==> src/rtl/mem_arbiter.sv <==
`default_nettype none
// ============================================================================
// mem_arbiter : fetch/data arbiter in front of a unified L2 memory
// Revision    : 1.0
// ============================================================================
module mem_arbiter #(
   parameter int LATENCY    = 1,
   parameter int STARVE_MAX = 4
) (
   input  logic        clk,
   input  logic        ci_rst_n,
   input  logic        ciIReq,
   input  logic [31:0] diIAdr,
   output logic        coIValid,
   output logic [31:0] doIRData,
   input  logic        ciDReq,
   input  logic        ciDWe,
   input  logic [31:0] diDAdr,
   input  logic [31:0] diDWData,
   output logic        coDValid,
   output logic [31:0] doDRData,
   output logic        coMemWe,
   output logic [31:0] doMemAdr,
   output logic [31:0] doMemWData,
   input  logic [31:0] diMemRData
);

   localparam int CNT_W = 4;
   localparam int STV_W = $clog2(STARVE_MAX + 1);
   localparam logic [CNT_W-1:0] c_cntLast   = CNT_W'(LATENCY - 1);
   localparam logic [STV_W-1:0] c_starveMax = STV_W'(STARVE_MAX);

   typedef enum logic [1:0] {
      IDLE = 2'd0,
      BUSY = 2'd1,
      RESP = 2'd2
   } state_t;

   state_t             r_state;
   state_t             w_nextState;
   logic [CNT_W-1:0]   r_cnt;
   logic [STV_W-1:0]   r_starve;
   logic               r_ownerI;
   logic               r_we;
   logic               w_anyReq;
   logic               w_grantI;

   always_ff @(posedge clk or negedge ci_rst_n) begin
      if (!ci_rst_n) begin
         r_state <= IDLE;
      end else begin
         r_state <= w_nextState;
      end
   end

   // Outputs decode only from state and latched registers, never from requests.
   always_comb begin
      w_nextState = r_state;
      w_anyReq    = ciIReq | ciDReq;
      w_grantI    = ciIReq & (~ciDReq | (r_starve == c_starveMax));
      coMemWe     = 1'b0;
      coIValid    = 1'b0;
      coDValid    = 1'b0;
      case (r_state)
         IDLE: begin
            if (w_anyReq) begin
               w_nextState = BUSY;
            end
         end
         BUSY: begin
            coMemWe = r_we & (r_cnt == '0);
            if (r_cnt == c_cntLast) begin
               w_nextState = RESP;
            end
         end
         RESP: begin
            coIValid    = r_ownerI;
            coDValid    = ~r_ownerI;
            w_nextState = IDLE;
         end
         default: w_nextState = IDLE;
      endcase
   end

   always_ff @(posedge clk or negedge ci_rst_n) begin
      if (!ci_rst_n) begin
         r_cnt      <= '0;
         r_starve   <= '0;
         r_ownerI   <= 1'b0;
         r_we       <= 1'b0;
         doMemAdr   <= '0;
         doMemWData <= '0;
         doIRData   <= '0;
         doDRData   <= '0;
      end else begin
         if (r_state == IDLE && w_anyReq) begin
            r_ownerI <= w_grantI;
            r_cnt    <= '0;
            if (w_grantI) begin
               doMemAdr <= diIAdr;
               r_we     <= 1'b0;
               r_starve <= '0;
            end else begin
               doMemAdr   <= diDAdr;
               doMemWData <= diDWData;
               r_we       <= ciDWe;
               // D beat a waiting fetch; the counter can't be at max here.
               if (ciIReq) begin
                  r_starve <= r_starve + 1'b1;
               end
            end
         end
         if (r_state == BUSY) begin
            r_cnt <= r_cnt + 1'b1;
            if (r_cnt == c_cntLast) begin
               if (r_ownerI) begin
                  doIRData <= diMemRData;
               end else begin
                  doDRData <= diMemRData;
               end
            end
         end
      end
   end

endmodule
`default_nettype wire

==> config.mk <==
export PLATFORM = sky130hd
export DESIGN_NAME = mem_arbiter
export DESIGN_NICKNAME = d
export VERILOG_FILES = /design/src/rtl/mem_arbiter.sv
export SDC_FILE = /design/constraint.sdc
export NUM_CORES = 1
export LEC_CHECK = 0
export CELL_PAD_IN_SITES_DETAIL_PLACEMENT = 1
export CELL_PAD_IN_SITES_GLOBAL_PLACEMENT = 2
export CORE_AREA = 2 2 149 151
export CTS_BUF_LIST = sky130_fd_sc_hd__clkbuf_8
export CTS_CLUSTER_SIZE = 24
export DETAILED_ROUTE_END_ITERATION = 7
export DIE_AREA = 0 0 151 153
export HOLD_SLACK_MARGIN = 0.15
export PLACE_DENSITY = 0.86
export SETUP_SLACK_MARGIN = 0.2
export SLEW_MARGIN = 20
export SYNTH_ARGS = -nofsm -noshare
export SYNTH_HDL_FRONTEND = slang
export SYNTH_SLANG_ARGS = --single-unit
export TNS_END_PERCENT = 100
==> constraint.sdc <==
create_clock -name clk -period 2.13 [get_ports clk]
set_input_delay 0.426 -clock clk [delete_from_list [all_inputs] [get_ports clk]]
set_output_delay 0.426 -clock clk [all_outputs]
set_load 0.02 [all_outputs]
==> results by stage, run 1 <==
STA:
- Setup repair after global routing could not meet its margin everywhere.
- The share of the cycle needed by the critical path after routing is 0.938.
- Across all hold checks on the routed design, the worst slack comes to 0.463 ns.
- The upper clock frequency limit is 0.500 GHz.
- The worst slew slack as a fraction of its limit is 0.720.
- Setup violations remaining at the end of the flow were counted as 0.
- The post-route worst setup slack is 0.131 ns.
- For the final routed database, the setup TNS stands at 0 ns.
- Clock skew on the completed layout was measured at 0.00974 ns.
- The number of slew-limit violations in the final report is 0.
- The shortest clock period the worst path allows after layout is 2.00 ns.
- The number of hold violations in the final report is 0.
- For the pin with the worst max-slew slack, the measured transition is 0.420 ns.

Synth:
- The mean cell area of the mapped netlist is 15.2 µm².
- Ranked by total cell area, the synthesized netlist is headed by dfrtp_1, mux2_2, mux2_4.
- Yosys mapped the design onto 32 distinct sky130hd cell types.
- The synthesized area is 5700 µm².
- The most instantiated flip-flop cell in the synthesis netlist is dfrtp_1.
- The share of synthesized area in the top cell type comes to 0.610.
- During synthesis, Yosys emitted a total of 0 warnings.
- The most area-hungry cell type in the Yosys netlist is dfrtp_1.
- In this run, synthesis produced a sequential element count of 139.
- The share of synthesized area occupied by flip-flops and latches is 0.610.
- The number of nets in the synthesized netlist is 511.
- The number of flops mapped to enable cells by yosys is 0.
- The instance count of the mapped netlist is 374.
- After synthesis, the share of flip-flops with an asynchronous set or reset is 1.00.

Power:
- The power density relative to cell area is 1600 nW/µm².
- The internal power of the cells totals 9.53 mW.
- The analysis attributes to cell leakage a power of 4.36 nW.
- Of the total power, registers draw 0.315.
- The combinational fraction of design power is 0.521.
- The net switching power is 5.65 mW.
- The share of total power dissipated in the clock network is 0.164.
- The share of total power consumed by net switching is 0.372.
- Across the VDD grid, the largest voltage drop is 0.661 mV.
- The post-route total power is 15.2 mW.

Floorplanning:
- The height of the die is 153 µm.
- The initial utilization of the core area, before any placement, comes to 0.265.
- The width of the die is 151 µm.
- The die area is 23100 µm².
- For this design the top-level I/O count stands at 264.
- The total area inside the core boundary comes to 21500 µm².
- The floorplan has 54 rows.

Worst setup path:
- The worst setup path is of the reg2reg kind.
- The largest single stage delay on the critical path is 0.41 ns.
- The worst setup path is captured at a flip-flop.
- Traced cell by cell, the critical path runs through inv_2 > ha_4 > or3b_4 > nor3_4 > buf_6 > buf_4 > mux2_4.
- The largest individual stage delay along the critical path comes from the cell dfrtp_1.
- The largest fanout on the critical path is 6.
- Data on the critical path arrives at its endpoint at 2.33 ns.
- The minimum setup slack among reg-to-reg paths is 0.13 ns.
- STA puts the critical path data required time at 2.46 ns.
- The startpoint kind of the worst setup timing path is a flip-flop.

Clock network:
- The later pin in the worst-skew pair is clocked with a latency of 0.44 ns.
- The total number of H-tree levels is 4.
- The clock drives 139 sinks.
- The number of buffers inserted during clock tree synthesis is 17.
- The clock transition at the registers of the reported paths is 0.09 ns.
- The maximum clock insertion buffer count is 2.
- The cell chosen for the clock root is clkbuf_8.
- TritonCTS built the clock tree.

Layout:
- In the final layout, the multi-input gates occupy 2120 µm².
- The library cell used most frequently in the layout, excluding fill and tap cells, is clkdlybuf4s50_1.
- The sequential cell area is 3480 µm².
- The number of nets at the end of the flow is 799.
- In the layout the commonest cells are clkdlybuf4s50_1, dfrtp_1, mux2_2.
- The layout cell share with drive strength beyond 1 is 0.256.
- 0 antenna diodes ended up in the layout.
- The area overhead of the layout relative to synthesis is 66.7%.
- Counting the fill cells in the layout gives 2204.

GRT:
- For met1 alone, demand over resource in global routing was 0.174.
- Across every metal layer, demand over resource in global routing totals 0.156.
- In the global route stage, met3 resource usage came out at 0.0448.
- The via count of the first global-routing pass came to 5025.
- For met2 alone, demand over resource in global routing was 0.289.
- The first global-routing pass estimated 27800 µm of wire.
- The initial antenna violation count is 0.
- For this run the aggregate overflow at the end of global routing stands at 0.
- The pin count of the biggest net entering global routing is 57.
- The routing layer with the top usage in global route is met2.

Run status:
- The flow ran to the end, and the final reports show no timing, DRC or antenna violations.

Worst hold path:
- The worst hold path belongs to the class in2async.

Drt:
- The remaining antenna violation count is 0.
- The count of vias placed by the detailed router is 4390.
- In the final routed layout, each cell accounts on average for 19.6 µm.
- For this block, the routed nets add up to 18700 µm of wire.
- The number of detailed-routing iterations run before antenna repair is 4.
- In the routed layout, each cell is associated on average with a via count of 4.60.
- In the routed design, unresolved DRC markers number 0.
- After the first detailed-routing iteration, the DRC count stood at 127.

Placed design:
- The placer's final routability congestion estimate is 0.761.
- At the placement stage, the worst setup path has a slack of 0.0165 ns.
- The placed wire-length estimate after detailed placement is 13200 µm.
- Port buffering added 263 buffers.

Run:
- The count of maximum capacitance violations is 0.
-- worst max-delay path, delay by kind of cell, from the launching register on --
| family | cells | cell delay, ns |
|---|---|---|
| adder cells (fa/ha/maj) | 1 | 0.12 |
| buffers and inverters | 3 | 0.42 |
| flip-flops | 1 | 0.41 |
| multiplexers | 1 | 0.30 |
| AND/OR/NAND/NOR | 2 | 0.62 |
-- metal layers --
layer / wire (µm) / share of wire / vias to the layer above
met1: 7290 / 0.39 / 2251
met4: 302 / 0.016 / 0
li1: - / - / 1958
met5: 0 / 0 / -
met2: 9930 / 0.53 / 159
met3: 1200 / 0.064 / 22
-- what timing repair did --
item / 4_1_cts / 5_1_grt
hold buffers: 1 / 0
cloned: 0 / 3
endpoints found under the setup margin: 31 / 99
buffers inserted: 1 / 4
endpoints found under the hold margin: 40 / 0
resized for setup: 18 / 62
pin swaps: 1 / 2
-- state kept, by name (all words and copies together), names as in the netlist --
signal,count
r_starve,3
doMemAdr,32
doDRData,32
doMemWData,32
doIRData,32
r_cnt,4
r_state,2
r_ownerI,1
r_we,1
-- Yosys cell counts (2+ instances only) --
cell	n
mux2_4	30
nand3_1	3
and3_1	2
ha_1	4
dfrtp_1	139
buf_6	4
nor3b_1	35
clkbuf_1	8
buf_2	10
a21oi_1	2
inv_1	6
o21ai_0	4
a221o_1	32
nor2_1	6
xor2_1	2
nand2_1	6
mux2_2	66
-- cells by family (layout without fill, tap and decap cells) --
logic type,count (synthesis),count (layout),synth area share
flops,139,139,0.610
mux,96,96,0.209
simple gates,59,59,0.0700
compound gates,45,45,0.0709
buf+inv,29,330,0.0272
fa+ha+maj,4,4,0.00878
xor+xnor,2,2,0.00307
-- worst paths after layout --
| kind | from | to | depth (start not counted) |
|---|---|---|---|
| min in group clk | doMemWData[6]$_DFFE_PN0P_ | doMemWData[6]$_DFFE_PN0P_ | 1 |
| hold reg to reg | doMemWData[6]$_DFFE_PN0P_ | doMemWData[6]$_DFFE_PN0P_ | 1 |
| setup reg to reg | r_cnt[1]$_DFFE_PN0P_ | doDRData[2]$_DFFE_PN0P_ | 7 |
| setup / recovery | r_cnt[1]$_DFFE_PN0P_ | doDRData[2]$_DFFE_PN0P_ | 7 |
| hold / removal | ci_rst_n | doMemAdr[9]$_DFFE_PN0P_ | 2 |
| max in group asynchronous | ci_rst_n | doDRData[21]$_DFFE_PN0P_ | 3 |
-- layout make-up --
class / instances / area share
sequential: 139 / 0.366
timing repair buffer: 292 / 0.324
multi-input combinational: 206 / 0.223
tap: 280 / 0.0369
clock buffer: 18 / 0.0261
clock inverter: 14 / 0.0219
inverter: 6 / 0.00237
-- power by group through the flow --
stage / clock [mW] / combinational, mW / sequential [mW]
after floorplan: 0 / 2.57 / 6.21
after global placement: 0 / 7.59 / 4.72
after detailed placement: 0 / 7.80 / 4.81
after CTS: 2.58 / 7.84 / 4.79
after global routing: 2.71 / 8.34 / 4.95
final: 2.49 / 7.91 / 4.78
-- stage by stage --
stage	instances	instance area, µm²	util
finish	955	9500	0.442
global route	955	9500	0.442
CTS	948	9240	0.430
detailed placement	914	8760	0.408
global placement	914	8760	0.408
floorplan	374	5700	-
(Power assumes the default switching activity.)
==> run 2, diff against run 1 <==
--- a/config.mk
+++ b/config.mk
@@ -5,6 +5,7 @@
 export SDC_FILE = /design/constraint.sdc
 export NUM_CORES = 1
 export LEC_CHECK = 0
+export ABC_CLOCK_PERIOD_IN_PS = 2130
 export CELL_PAD_IN_SITES_DETAIL_PLACEMENT = 1
 export CELL_PAD_IN_SITES_GLOBAL_PLACEMENT = 2
 export CORE_AREA = 2 2 149 151
==> results of run 2 <==
Same layout as run 1: the final DEF is identical, and so are final timing and power.
==> run 3, diff against run 2 <==
--- a/config.mk
+++ b/config.mk
@@ -6,6 +6,7 @@
 export NUM_CORES = 1
 export LEC_CHECK = 0
 export ABC_CLOCK_PERIOD_IN_PS = 2130
+export CAP_MARGIN = 10
 export CELL_PAD_IN_SITES_DETAIL_PLACEMENT = 1
 export CELL_PAD_IN_SITES_GLOBAL_PLACEMENT = 2
 export CORE_AREA = 2 2 149 151
@@ -13,6 +14,7 @@
 export CTS_CLUSTER_SIZE = 24
 export DETAILED_ROUTE_END_ITERATION = 7
 export DIE_AREA = 0 0 151 153
+export GPL_TIMING_DRIVEN = 0
 export HOLD_SLACK_MARGIN = 0.15
 export PLACE_DENSITY = 0.86
 export SETUP_SLACK_MARGIN = 0.2
==> run 3 against run 2 <==
Sequential cell count unchanged. Via count increased by 0.25%. Critical path type is now reg2out. Fmax decreased by 2.1%. Non-clock buffer count increased by 9. Global-route usage increased by 0.084 points. Largest power group unchanged.
==> results by stage, run 3 (synthesis gave the netlist of run 1 again) <==
Placed design:
- The post-placement setup slack is -0.271 ns (-0.288 ns).
- The placed wire-length estimate after detailed placement is 13100 µm (-0.24%).
- The count of buffers inserted at the top-level ports is 263 (unchanged).
- The placer's final routability congestion estimate came to 0.742 (-2.5%).

STA:
- The post-route worst setup slack is 0.0882 ns (-0.0432 ns).
- The worst hold slack came to 0.510 ns (+0.0475 ns).
- The final-layout setup total negative slack is 0 ns (unchanged).
- The share of the cycle needed by the critical path after routing came to 0.959 (+0.0203).
- The final count of negative-setup-slack endpoints is 0 (unchanged).
- The shortest clock period the worst path allows after layout is 2.04 ns (+0.0432 ns).
- The clock tree skew after final layout is 0.0198 ns (+0.0100 ns).
- The slew at the pin closest to its max-slew limit is 0.526 ns (+0.106 ns).
- The worst slew slack as a fraction of its limit was 0.650 (-0.0703).
- The number of hold violations in the final report is 0 (unchanged).
- Setup repair after global routing could not meet its margin everywhere.
- The number of slew-limit violations in the final report is 0 (unchanged).
- The upper clock frequency limit is 0.490 GHz (-2.1%).

Floorplanning:
- The placeable core region is 21500 µm² (unchanged).
- The height of the die is 153 µm (unchanged).
- The starting utilization of the core area was 0.265 (unchanged).
- The width of the die is 151 µm (unchanged).
- The top-level port count came to 264 (unchanged).
- The cell row count is 54 (unchanged).
- The die area came to 23100 µm² (unchanged).

Drt:
- The count of vias placed by the detailed router came to 4401 (+0.25%).
- The via-per-instance ratio is 4.57 (-0.69%).
- The detailed-route wire length per cell came to 19.0 µm (-3.2%).
- The remaining antenna violation count is 0 (unchanged).
- The violation count after the first detailed-routing iteration is 105 (-17%).
- The number of design rule violations left after detail routing is 0 (unchanged).
- The number of detailed-routing iterations run before antenna repair is 4 (unchanged).
- The final routed wirelength across all metal layers came to 18300 µm (-2.2%).

Worst hold path:
- The launch point of the worst hold path is doMemWData[3]$_DFFE_PN0P_.
- Along the worst hold path, the cell count comes to 1.
- For hold timing, the worst endpoint is doMemWData[3]$_DFFE_PN0P_.
- The type of the worst min-delay path is reg2reg.

GRT:
- The wire length of the first global-routing pass is 28000 µm (+0.87%).
- The total track usage is 0.157 (+0.000839).
- The pin count of the biggest net entering global routing came to 73 (+28%).
- The initial antenna violation count is 0 (unchanged).
- The via count of the first global-routing pass is 5074 (+0.98%).
- The leftover overflow at the end of global routing is 0 (unchanged).

Worst setup path:
- The critical path data required time was 1.70 ns (-0.76 ns).
- The signal arrival time at the worst endpoint is 1.62 ns (-0.71 ns).
- In this run the critical register-to-register path is captured at doIRData[22]$_DFFE_PN0P_.
- The element type at the critical path end is an output port.
- The minimum setup slack among reg-to-reg paths came to 0.15 ns (+0.02 ns).
- The depth of the worst register-to-register path is 8 (+1).
- The startpoint kind of the worst setup timing path is a flip-flop.
- The largest fanout on the critical path is 2 (-4).
- The startpoint identified for the worst register-to-register timing path is r_cnt[0]$_DFFE_PN0P_.
- The worst setup path is of the reg2out kind.

Power:
- The worst IR drop on VDD was 0.640 mV (-3.2%).
- The post-route total power is 15.2 mW (+0.33%).
- The leakage power came to 4.22 nW (-3.3%).
- The power density relative to cell area was 1600 nW/µm² (+0.23%).

Layout:
- The most common cell after layout, fill and taps aside is clkdlybuf4s50_1.
- The layout cell share with drive strength beyond 1 is 0.257 (+0.00101).
- Relative to the synthesized area, the layout overhead comes to 66.9%.
- In the layout the commonest cells are clkdlybuf4s50_1, dfrtp_1, mux2_2.
- The number of diodes added for antenna fixing came to 0 (unchanged).
- The number of nets at the end of the flow is 808 (+1.1%).

Clock network:
- The tree is rooted in a clkbuf_8.
- The sink count of the clock tree is 139 (unchanged).
- The clock transition at the registers of the reported paths is 0.08 ns (about the same).
- The total number of H-tree levels is 4 (unchanged).
- The TritonCTS clock tree is yes.
- The maximum clock insertion buffer count is 2 (unchanged).
- The number of buffers inserted during clock tree synthesis is 17 (unchanged).
- The worst-skew pair later-pin latency is 0.45 ns (about the same).

Run:
- The count of maximum capacitance violations is 0 (unchanged).

Run status:
- The run finished with clean final reports.
run 3: cell count changes in the layout (fill, tap and decap cells not counted), moves of 2 or more:
cell             before  now
buf_2                 1    6
buf_4                19   14
clkbuf_1              0    5
clkbuf_2              0    3
clkdlybuf4s50_1     209  228
clkinv_2              0    2
clkinv_4              3    0
dlygate4sd2_1         2    0
dlymetal6s2s_1       48   31
run 3: worst max-delay path, cell delays in order, from the launching register on:
cell and delay, ns:
dfrtp_1 0.40, inv_2 0.09, ha_4 0.13, nor3b_4 0.22, and3_4 0.22, buf_6 0.12
run 3: metal layers:
metal | up-vias | GRT usage | wire length, µm
li1 | 1975 | - | -
met1 | 2238 | 0.184 | 7360
met2 | 165 | 0.271 | 9370
met4 | 0 | 0.0610 | 379
met3 | 23 | 0.0439 | 1190
met5 | - | 0 | 0
run 3: area by class of cell:
type | count | area [µm²]
Inverter | 6 | 22.5
Clock inverter | 13 | 185
Sequential cell | 139 | 3480
Tap cell | 280 | 350
Buffer | 23 | 181
Clock buffer | 19 | 262
Fill cell | 2228 | 12000
Multi-Input combinational cell | 206 | 2120
Timing Repair Buffer | 278 | 2910
run 3: power by group:
part | total, mW | switching (mW) | internal [mW]
combinational | 8.00 | 3.68 | 4.32
clock | 2.45 | 1.10 | 1.35
sequential | 4.77 | 0.798 | 3.98
run 3: metrics by stage:
step / cells / cell area, µm² / util
floorplan: 374 / 5700 / -
global placement: 917 / 8680 / 0.404
detailed placement: 918 / 8710 / 0.406
CTS: 958 / 9290 / 0.432
global route: 964 / 9510 / 0.443
finish: 964 / 9510 / 0.443
run 3: timing repair:
item	4_1_cts	5_1_grt
endpoints found under the setup margin	83	132
hold buffers	1	0
cloned	0	3
resized for setup	35	53
pin swaps	2	2
setup buffers	7	3
hold endpoints to repair	67	0
run 3: worst max path at each step:
stage                    startpoint                  endpoint  slack, ns  cells past startpoint
2_1_floorplan  r_cnt[0]$_DFFE_PN0P_   doDRData[0]$_DFFE_PN0P_       0.28                      6
3_3_place_gp               ci_rst_n  doDRData[28]$_DFFE_PN0P_      -4.70                      1
3_5_place_dp                 ciDReq    r_state[0]$_DFFE_PN0P_      -0.27                      4
6_report       r_cnt[0]$_DFFE_PN0P_                   coMemWe       0.09                      5
5_1_grt        r_cnt[0]$_DFFE_PN0P_                   coMemWe      0.005                      5
4_1_cts        r_cnt[0]$_DFFE_PN0P_                   coMemWe       0.08                      5
==> RTL change, RTL diff (flow settings as in run 2) <==
Change the parameter `STARVE_MAX` from 4 to 8.
--- a/src/rtl/mem_arbiter.sv
+++ b/src/rtl/mem_arbiter.sv
@@ -5,7 +5,7 @@
 // ============================================================================
 module mem_arbiter #(
    parameter int LATENCY    = 1,
-   parameter int STARVE_MAX = 4
+   parameter int STARVE_MAX = 8
 ) (
    input  logic        clk,
    input  logic        ci_rst_n,
Behaviour: same outputs for any inputs over 4 cycles, from zero or initial values and one cycle with ci_rst_n low; that may be too few to reach the edited logic, so the function may still have changed.
==> RTL change against run 2 <==
Cell area fell by 1.8%. Wire length fell by 3.2%. Via count rose by 0.34%. Sequential cell count rose by 1. Register-to-register slack improved by 0.03 ns. Power fell by 5.2%. Worst setup slack got worse by 0.024 ns. Synthesized area fell by 0.24%.
==> RTL change: results <==
[status]
result_of_the_run = "finished clean"

[worst_setup_path]
crit_end = "coMemWe"

[cells_and_area]
seq-cell-share_pct = 37.6
final-clk-cell-share_pct = 3.86
nonClkBufAreaFrac_pct = 32.6
area_growth_syn_to_layout_pct = 64.1

[logic_synthesis]
synth_compound_gate_area_share_pct = 11.2
synth_commonest_cells = "140 x dfrtp_1, 85 x mux2_2, 32 x a21boi_0, 32 x a221o_1, 12 x mux2_1"
syn_avg_cell_area_um2 = 14.8
synthAdderAreaFrac_pct = 0.880
yosys-top-cells-area = "dfrtp_1 62%, mux2_2 17%, a221o_1 5.6%, a21boi_0 4.2%, mux2_1 2.4%"
synthesized_area_fraction_occupied_by_xor_and_xnor_cells_pct = 0.154

[clock_network]
post-cts-setup-buffers = 4
cts-resized-gates = 25

[routing]
route.layer.met1.wl_um = 6990
detail_route_met2_wl_um = 9510
route.met3.wl_um = 1330
detailedRoute.firstIterationViolations = 142
routed_length_per_instance_um = 18.9

[place]
placement.cell_area_mm2 = 0.00869
dp_hpwl_um = 12700
placedCellCount = 916

[timing]
relSlewSlack_pct = 57.8

[grt]
grt_max_degree = 67
use_met3_pct = 5.25

[pwr]
power-per-cell-area_mw_per_mm2 = 1540
combinational_fraction_of_design_power_pct = 53.0
power_frac_clock_pct = 14.1
[RTL change: cell count changes in the layout (fill, tap and decap cells not counted), moves of 4 or more]
cell	delta
a21boi_0	+32
buf_4	-4
mux2_2	+21
dlymetal6s2s_1	+12
bufinv_16	-4
clkdlybuf4s50_1	-15
mux2_4	-32
nor3b_1	-32
mux2_1	+12
[RTL change: worst min path at each step]
| stage | slack [ns] | startpoint | endpoint |
|---|---|---|---|
| global route | 0.42 | ci_rst_n | doIRData[7]$_DFFE_PN0P_ |
| finish | 0.45 | ci_rst_n | doIRData[7]$_DFFE_PN0P_ |
| global placement | 0.36 | ci_rst_n | doIRData[20]$_DFFE_PN0P_ |
| floorplan | 0.13 | ci_rst_n | doDRData[0]$_DFFE_PN0P_ |
| detailed placement | 0.36 | ci_rst_n | doIRData[24]$_DFFE_PN0P_ |
| CTS | 0.42 | ci_rst_n | doIRData[7]$_DFFE_PN0P_ |
